--- src/rtl/fetch_sequencer.sv ---
`default_nettype none
// ============================================================================
// Module   : fetch_sequencer
// Brief    : Sequences the instruction register through fetch, load and
//            execute; edge-detects push-buttons and owns the program counter.
//            Optional macro FETCH_SEQUENCER_AUTO_RUN_EN enables free-running
//            program execution.
// Revision : 1.0 - initial release
// ============================================================================
module fetch_sequencer #(
    parameter int ADDR_W   = 4,
    parameter int PC_RESET = 0
) (
    input  logic              CLK,
    input  logic              clear,
    input  logic              step_btn,
    input  logic              ext_btn,
    input  logic              halt_in,
    input  logic              exec_done,
    output logic [ADDR_W-1:0] im_addr,
    output logic              ir_load,
    output logic              ir_src_ext,
    output logic              exec_start,
    output logic [ADDR_W-1:0] pc,
    output logic              busy,
    output logic              halted
);

    localparam logic [ADDR_W-1:0] c_pc_reset = ADDR_W'(PC_RESET);
    localparam logic [ADDR_W-1:0] c_pc_one   = {{(ADDR_W-1){1'b0}}, 1'b1};

    localparam logic [2:0] c_idle     = 3'd0;
    localparam logic [2:0] c_fetch    = 3'd1;
    localparam logic [2:0] c_load_im  = 3'd2;
    localparam logic [2:0] c_load_ext = 3'd3;
    localparam logic [2:0] c_exec     = 3'd4;
    localparam logic [2:0] c_halt     = 3'd5;

    logic [2:0] r_state;
    logic [2:0] w_state_nxt;
    logic       r_step_prev;
    logic       r_ext_prev;
    logic       w_step_req;
    logic       w_ext_req;

`ifdef FETCH_SEQUENCER_AUTO_RUN_EN
    logic r_run;
    logic r_pause;
    logic w_pause_now;
`endif

    assign w_step_req = step_btn & ~r_step_prev;
    assign w_ext_req  = ext_btn & ~r_ext_prev;

`ifdef FETCH_SEQUENCER_AUTO_RUN_EN
    // A request arriving on the very exec_done cycle also stops the run.
    assign w_pause_now = r_pause | w_step_req | w_ext_req;
`endif

    always_comb begin
        w_state_nxt = r_state;
        case (r_state)
            c_idle: begin
                if (w_step_req && !w_ext_req)
                    w_state_nxt = c_fetch;
                else if (w_ext_req && !w_step_req)
                    w_state_nxt = c_load_ext;
            end
            c_fetch:    w_state_nxt = c_load_im;
            c_load_im:  w_state_nxt = c_exec;
            c_load_ext: w_state_nxt = c_exec;
            c_exec: begin
                if (exec_done) begin
                    if (halt_in)
                        w_state_nxt = c_halt;
`ifdef FETCH_SEQUENCER_AUTO_RUN_EN
                    else if (r_run && !w_pause_now)
                        w_state_nxt = c_fetch;
`endif
                    else
                        w_state_nxt = c_idle;
                end
            end
            c_halt:  w_state_nxt = c_halt;
            default: w_state_nxt = c_idle;
        endcase
    end

    always_ff @(posedge CLK) begin
        if (clear) begin
            r_state     <= c_idle;
            r_step_prev <= 1'b1;
            r_ext_prev  <= 1'b1;
            pc          <= c_pc_reset;
            im_addr     <= c_pc_reset;
            ir_load     <= 1'b0;
            ir_src_ext  <= 1'b0;
            exec_start  <= 1'b0;
            busy        <= 1'b0;
            halted      <= 1'b0;
        end else begin
            r_state     <= w_state_nxt;
            r_step_prev <= step_btn;
            r_ext_prev  <= ext_btn;
            ir_load     <= (w_state_nxt == c_load_im) || (w_state_nxt == c_load_ext);
            if ((w_state_nxt == c_load_im) || (w_state_nxt == c_load_ext))
                ir_src_ext <= (w_state_nxt == c_load_ext);
            exec_start  <= (w_state_nxt == c_exec) && (r_state != c_exec);
            busy        <= (w_state_nxt != c_idle) && (w_state_nxt != c_halt);
            halted      <= (w_state_nxt == c_halt);
            // The IM word has been captured into IR; advance to the next one.
            if (r_state == c_load_im) begin
                pc      <= pc + c_pc_one;
                im_addr <= pc + c_pc_one;
            end
        end
    end

`ifdef FETCH_SEQUENCER_AUTO_RUN_EN
    always_ff @(posedge CLK) begin
        if (clear) begin
            r_run   <= 1'b0;
            r_pause <= 1'b0;
        end else begin
            if (r_state == c_idle && w_state_nxt == c_fetch)
                r_run <= 1'b1;
            else if (w_state_nxt == c_idle || w_state_nxt == c_load_ext)
                r_run <= 1'b0;

            if (w_state_nxt == c_idle)
                r_pause <= 1'b0;
            else if (r_run && r_state != c_idle && (w_step_req || w_ext_req))
                r_pause <= 1'b1;
        end
    end
`endif

endmodule
`default_nettype wire
--- config.mk ---
export PLATFORM = sky130hd
export DESIGN_NAME = fetch_sequencer
export DESIGN_NICKNAME = d
export VERILOG_FILES = /design/src/rtl/fetch_sequencer.sv
export SDC_FILE = /design/constraint.sdc
export NUM_CORES = 1
export LEC_CHECK = 0
export ABC_AREA = 1
export CAP_MARGIN = 20
export CORE_MARGIN = 5
export CORE_UTILIZATION = 38
export CTS_BUF_LIST = sky130_fd_sc_hd__clkbuf_4 sky130_fd_sc_hd__clkbuf_8 sky130_fd_sc_hd__clkbuf_16
export CTS_CLUSTER_DIAMETER = 80
export DETAILED_ROUTE_END_ITERATION = 8
export PLACE_DENSITY = 0.71
export SLEW_MARGIN = 15
export SYNTH_ARGS = -nofsm -noshare
export SYNTH_HDL_FRONTEND = slang
export SYNTH_SLANG_ARGS = --single-unit
--- constraint.sdc ---
create_clock -name CLK -period 1 [get_ports CLK]
set_input_delay 0.2 -clock CLK [delete_from_list [all_inputs] [get_ports CLK]]
set_output_delay 0.2 -clock CLK [all_outputs]
set_load 0.02 [all_outputs]
Word-level counts from Yosys, hierarchy flattened
Cells that the tools add are included.
- input port bits: 6
- register bits: 14
- reduce and logical (&&, ||, !) cells: 10
- equality and inequality tests: 11
- bitwise gates (word level): 4
- add/sub/neg operators: 1
- multiplexer cells: 5
- operator list (kind ; count):
    $pmux 3 s5 ; 1
    $eq 3x2->1 const B ; 4
    $eq 3x3->1 const B ; 4
    $mux 3 ; 4
    $ne 3x3->1 const B ; 2
    $add 4x1->4 const B ; 1
    $logic_and 1x1->1 ; 4
    $eq 3x1->1 const B ; 1
    $logic_not 3->1 ; 1
    $reduce_bool 3->1 ; 1
    $and 1x1->1 ; 2
    $logic_not 1->1 ; 2
    $not 1->1 ; 2
    $reduce_or 2->1 ; 1
    $logic_or 1x1->1 ; 1

Depth between registers and ports, before layout
- depth after elaboration: 9
- gate-level depth with buffers: 8
- depth with buffers taken out: 8

Worst setup path after synthesis
OpenSTA, ideal clock, no wires.
- path type: reg-to-reg
- from: register pc[0]
- to: register pc[1]
- cell stages (with the launch flop): 4
- data required time: 0.881 ns
- setup slack: -0.070 ns
- clock period less this slack: 1.070 ns
- setup time: 0.119 ns
- arrival time: 0.950 ns
- cells stage by stage: dfxtp_1 > ha_1 > o21ai_0 > a21oi_1
- word-level cells in the longest chain between the ends: 1
- ends and longest elaborated chain (item ; RTL line ; RTL):
    from (decl) ; 24 ; output logic [ADDR_W-1:0] pc,
    from (signal assigned) ; 94 ; pc <= c_pc_reset;
    from (signal assigned) ; 113 ; pc <= pc + c_pc_one;
    $add 4x1->4 ; 113 ;
No other way between the ends.
A chain may end at the register's enable or synchronous reset.

Worst setup path after layout
- from: register r_state[2]
- to: register busy
- word-level cells in the longest chain between the ends: 5
- elaborated cells on any way between the ends: 14
- ends and longest elaborated chain (item ; RTL line ; RTL):
    from (decl) ; 39 ; logic [2:0] r_state;
    from (signal assigned) ; 91 ; r_state <= c_idle;
    from (signal assigned) ; 102 ; r_state <= w_state_nxt;
    $eq 3x2->1 or $mux 3 (tied branches) ; 62, 66 ;
    $reduce_or 2->1 (no source line) or $mux 3 (tied branches) ; - ;
    $pmux 3 s5 * ; 62 ; case (r_state)
    $ne 3x3->1 or $reduce_bool 3->1 (tied branches) ; 109 ; busy <= (w_state_nxt != c_idle) && (w_state_nxt != c_halt);
    $logic_and 1x1->1 * ; 109 ;
    to (signal assigned) ; 109 ;
    to (decl) ; 25 ; output logic busy,
Mark *: on every way between the ends. The rest lies on a longest branch, timed or not.

==> impl_metrics.ini <==
[timing]
drv_slew = 0
rsz0062_at_grt = yes
hold_slack_ns = 0.1667
hold_viol_final = 0
period_needed_ns = 1.073
final.setup_skew_ns = 0.003211
setup_violations = 3
relSlewSlack = 0.8434
min_period_over_period = 1.073
setup_slack_ns = -0.07328
worst_pin_slew_ns = 0.2339
max_freq_ghz = 0.9317
setup_tns_ns = -0.09267

[floorplan]
dieArea_um2 = 2438
core-area_um2 = 1489
ios = 19
fp-row-count = 14
start_util = 0.3958
die_x_um = 49.38
die_h_um = 49.38

[final_layout]
final_common_cell = buf_4
final_nets = 117
final_cell_mix = 14 x buf_4, 12 x nand2_1, 10 x inv_1
regArea_um2 = 296.5
n_fill_cell = 122
layout-drive-gt1-share = 0.5046
diodes = 0
fin_cells = 125
design_area_um2 = 954.7
syn_to_final_growth_pct = 62.00
multiInputGateArea_um2 = 295.3

[place]
dpl_cell_area_um2 = 833.3
dp_hpwl_um = 878.9
gp_congestion = 0.8389
pre_cts_ws_ns = -0.3114
io_buffers = 18
dp.cells = 119

[yosys]
syn-num-nets = 87
yosysTopAreaCellShare = 0.4756
synth_seq_area_share = 0.4756
synth-seq-cells = 14
syn_area_per_cell_um2 = 7.366
yosysTopAreaCell = dfxtp_1
ys_types = 16
syn_inst = 80
yosysWarningCount = 0
syn_area_um2 = 589.3
synth_area_leaders = dfxtp_1 48%, nand2_1 11%, inv_1 7.0%

[critical_path]
cp-end-kind = flop
critical_path_arrival_ns = 1.29
required_ns = 1.22
critPathLaunchType = flop
cp_max_fo = 3
worstReg2RegStart = r_state[2]$_SDFF_PP0_
critPathLaunch = r_state[2]$_SDFF_PP0_
crit_type = flop to flop

[clock_tree]
clock_path_buffers = 2
root_buffer = clkbuf_4
cts_made_buffers = 3
insertion_delay_ns = 0.27
clk_pin_slew_worst_paths_ns = 0.08
cts_tree = done
cts-htree-levels = 1
ctsHoldBuffers = 0
numClockSinks = 14

[status]
violations = setup timing
status = finished with violations

[run]
maxCapViolations = 0

[global_route]
grt_overflow = 0
grt_first_pass_wirelength_um = 1973
antenna_found_initial = 0
grt_usage = 0.1027
grt_max_degree = 9
grt_pass1_vias = 472

[drt]
wl_per_cell_um = 10.13
ant_nets = 0
first_pass_iters = 4
drtIter0Drc = 3
wl_met3_um = 108
wl_met2_um = 606
top_layer = met3
vias_per_cell = 4.584
wl_met1_um = 551
vias = 573
wl_um = 1266
drc = 0

[power]
p_leak_nw = 0.4793
p_per_area_nw_per_um2 = 1320
ir_worst_vdd_v = 0.0007566

[hold_path]
min_from = step_btn
hold_class = input port to flop
worst max-delay path, stage by stage (launching register included):
cell	delay (ns)
dfxtp_2	0.33
buf_4	0.12
buf_6	0.12
nor3_4	0.17
nand2_2	0.09
nand3_2	0.06
nor2_1	0.04
nor2_1	0.08
per-layer routing:
metal / vias up / GRT usage
met5: - / 0
met4: 0 / 0.03930
met3: 0 / 0.03976
met2: 18 / 0.1588
met1: 252 / 0.1273
li1: 303 / -
power by group:
part,internal [mW],switching (mW)
logic,0.123,0.130
clock network,0.221,0.178
registers,0.586,0.0227
per-stage QoR:
| stage | util | total power [mW] |
|---|---|---|
| 5_1_grt | 0.6412 | 1.330 |
| 2_1_floorplan | - | 0.7331 |
| 4_1_cts | 0.5613 | 1.225 |
| 3_5_place_dp | 0.5597 | 0.8313 |
| 6_report | 0.6412 | 1.261 |
| 3_3_place_gp | 0.5597 | 0.8275 |
cell type report:
cell class | count | share of cell area
multi-input combinational | 49 | 0.3093
clock buffer | 4 | 0.03801
timing repair buffer | 30 | 0.2713
sequential | 14 | 0.3106
tap | 16 | 0.02097
inverter | 12 | 0.04980
flip-flops by register name (all words and copies together) (netlist names):
| register | count |
|---|---|
| pc | 4 |
| r_state | 3 |
| busy | 1 |
| exec_start | 1 |
| halted | 1 |
| ir_load | 1 |
| ir_src_ext | 1 |
| r_ext_prev | 1 |
| r_step_prev | 1 |
path summary, 6_finish.rpt:
check                             to  slack (ns)  cells after the start
max                  busy$_SDFF_PP0_       -0.07                      7
min           r_step_prev$_SDFF_PP1_        0.17                      3
max reg2reg          busy$_SDFF_PP0_       -0.07                      7
min reg2reg  ir_src_ext$_SDFFE_PP0P_        0.52                      2
cells in the mapped netlist:
master / count
ha_1: 1
buf_4: 4
nand2_2: 2
nand2_1: 17
inv_2: 1
nand3_1: 3
inv_1: 11
nor2_4: 1
o21ai_0: 2
nor2_1: 11
nor3_1: 3
a21oi_1: 7
o211ai_1: 1
dfxtp_1: 14
clkbuf_1: 1
nor2_2: 1
logic make-up (layout without fill, tap and decap cells):
group	count (synthesis)	count (layout)	share of synthesized area
simple gates	38	38	0.2802
flops	14	14	0.4756
fa+ha+maj	1	1	0.02123
buf+inv	17	46	0.1337
compound gates	10	10	0.08917
repair_timing:
action	4_1_cts	5_1_grt
gates cloned	0	0
endpoints found under the setup margin	18	17
gates resized for setup	64	33
pin swaps	1	7
setup buffers	0	2
No activity file was read; power rests on OpenSTA's default activity.
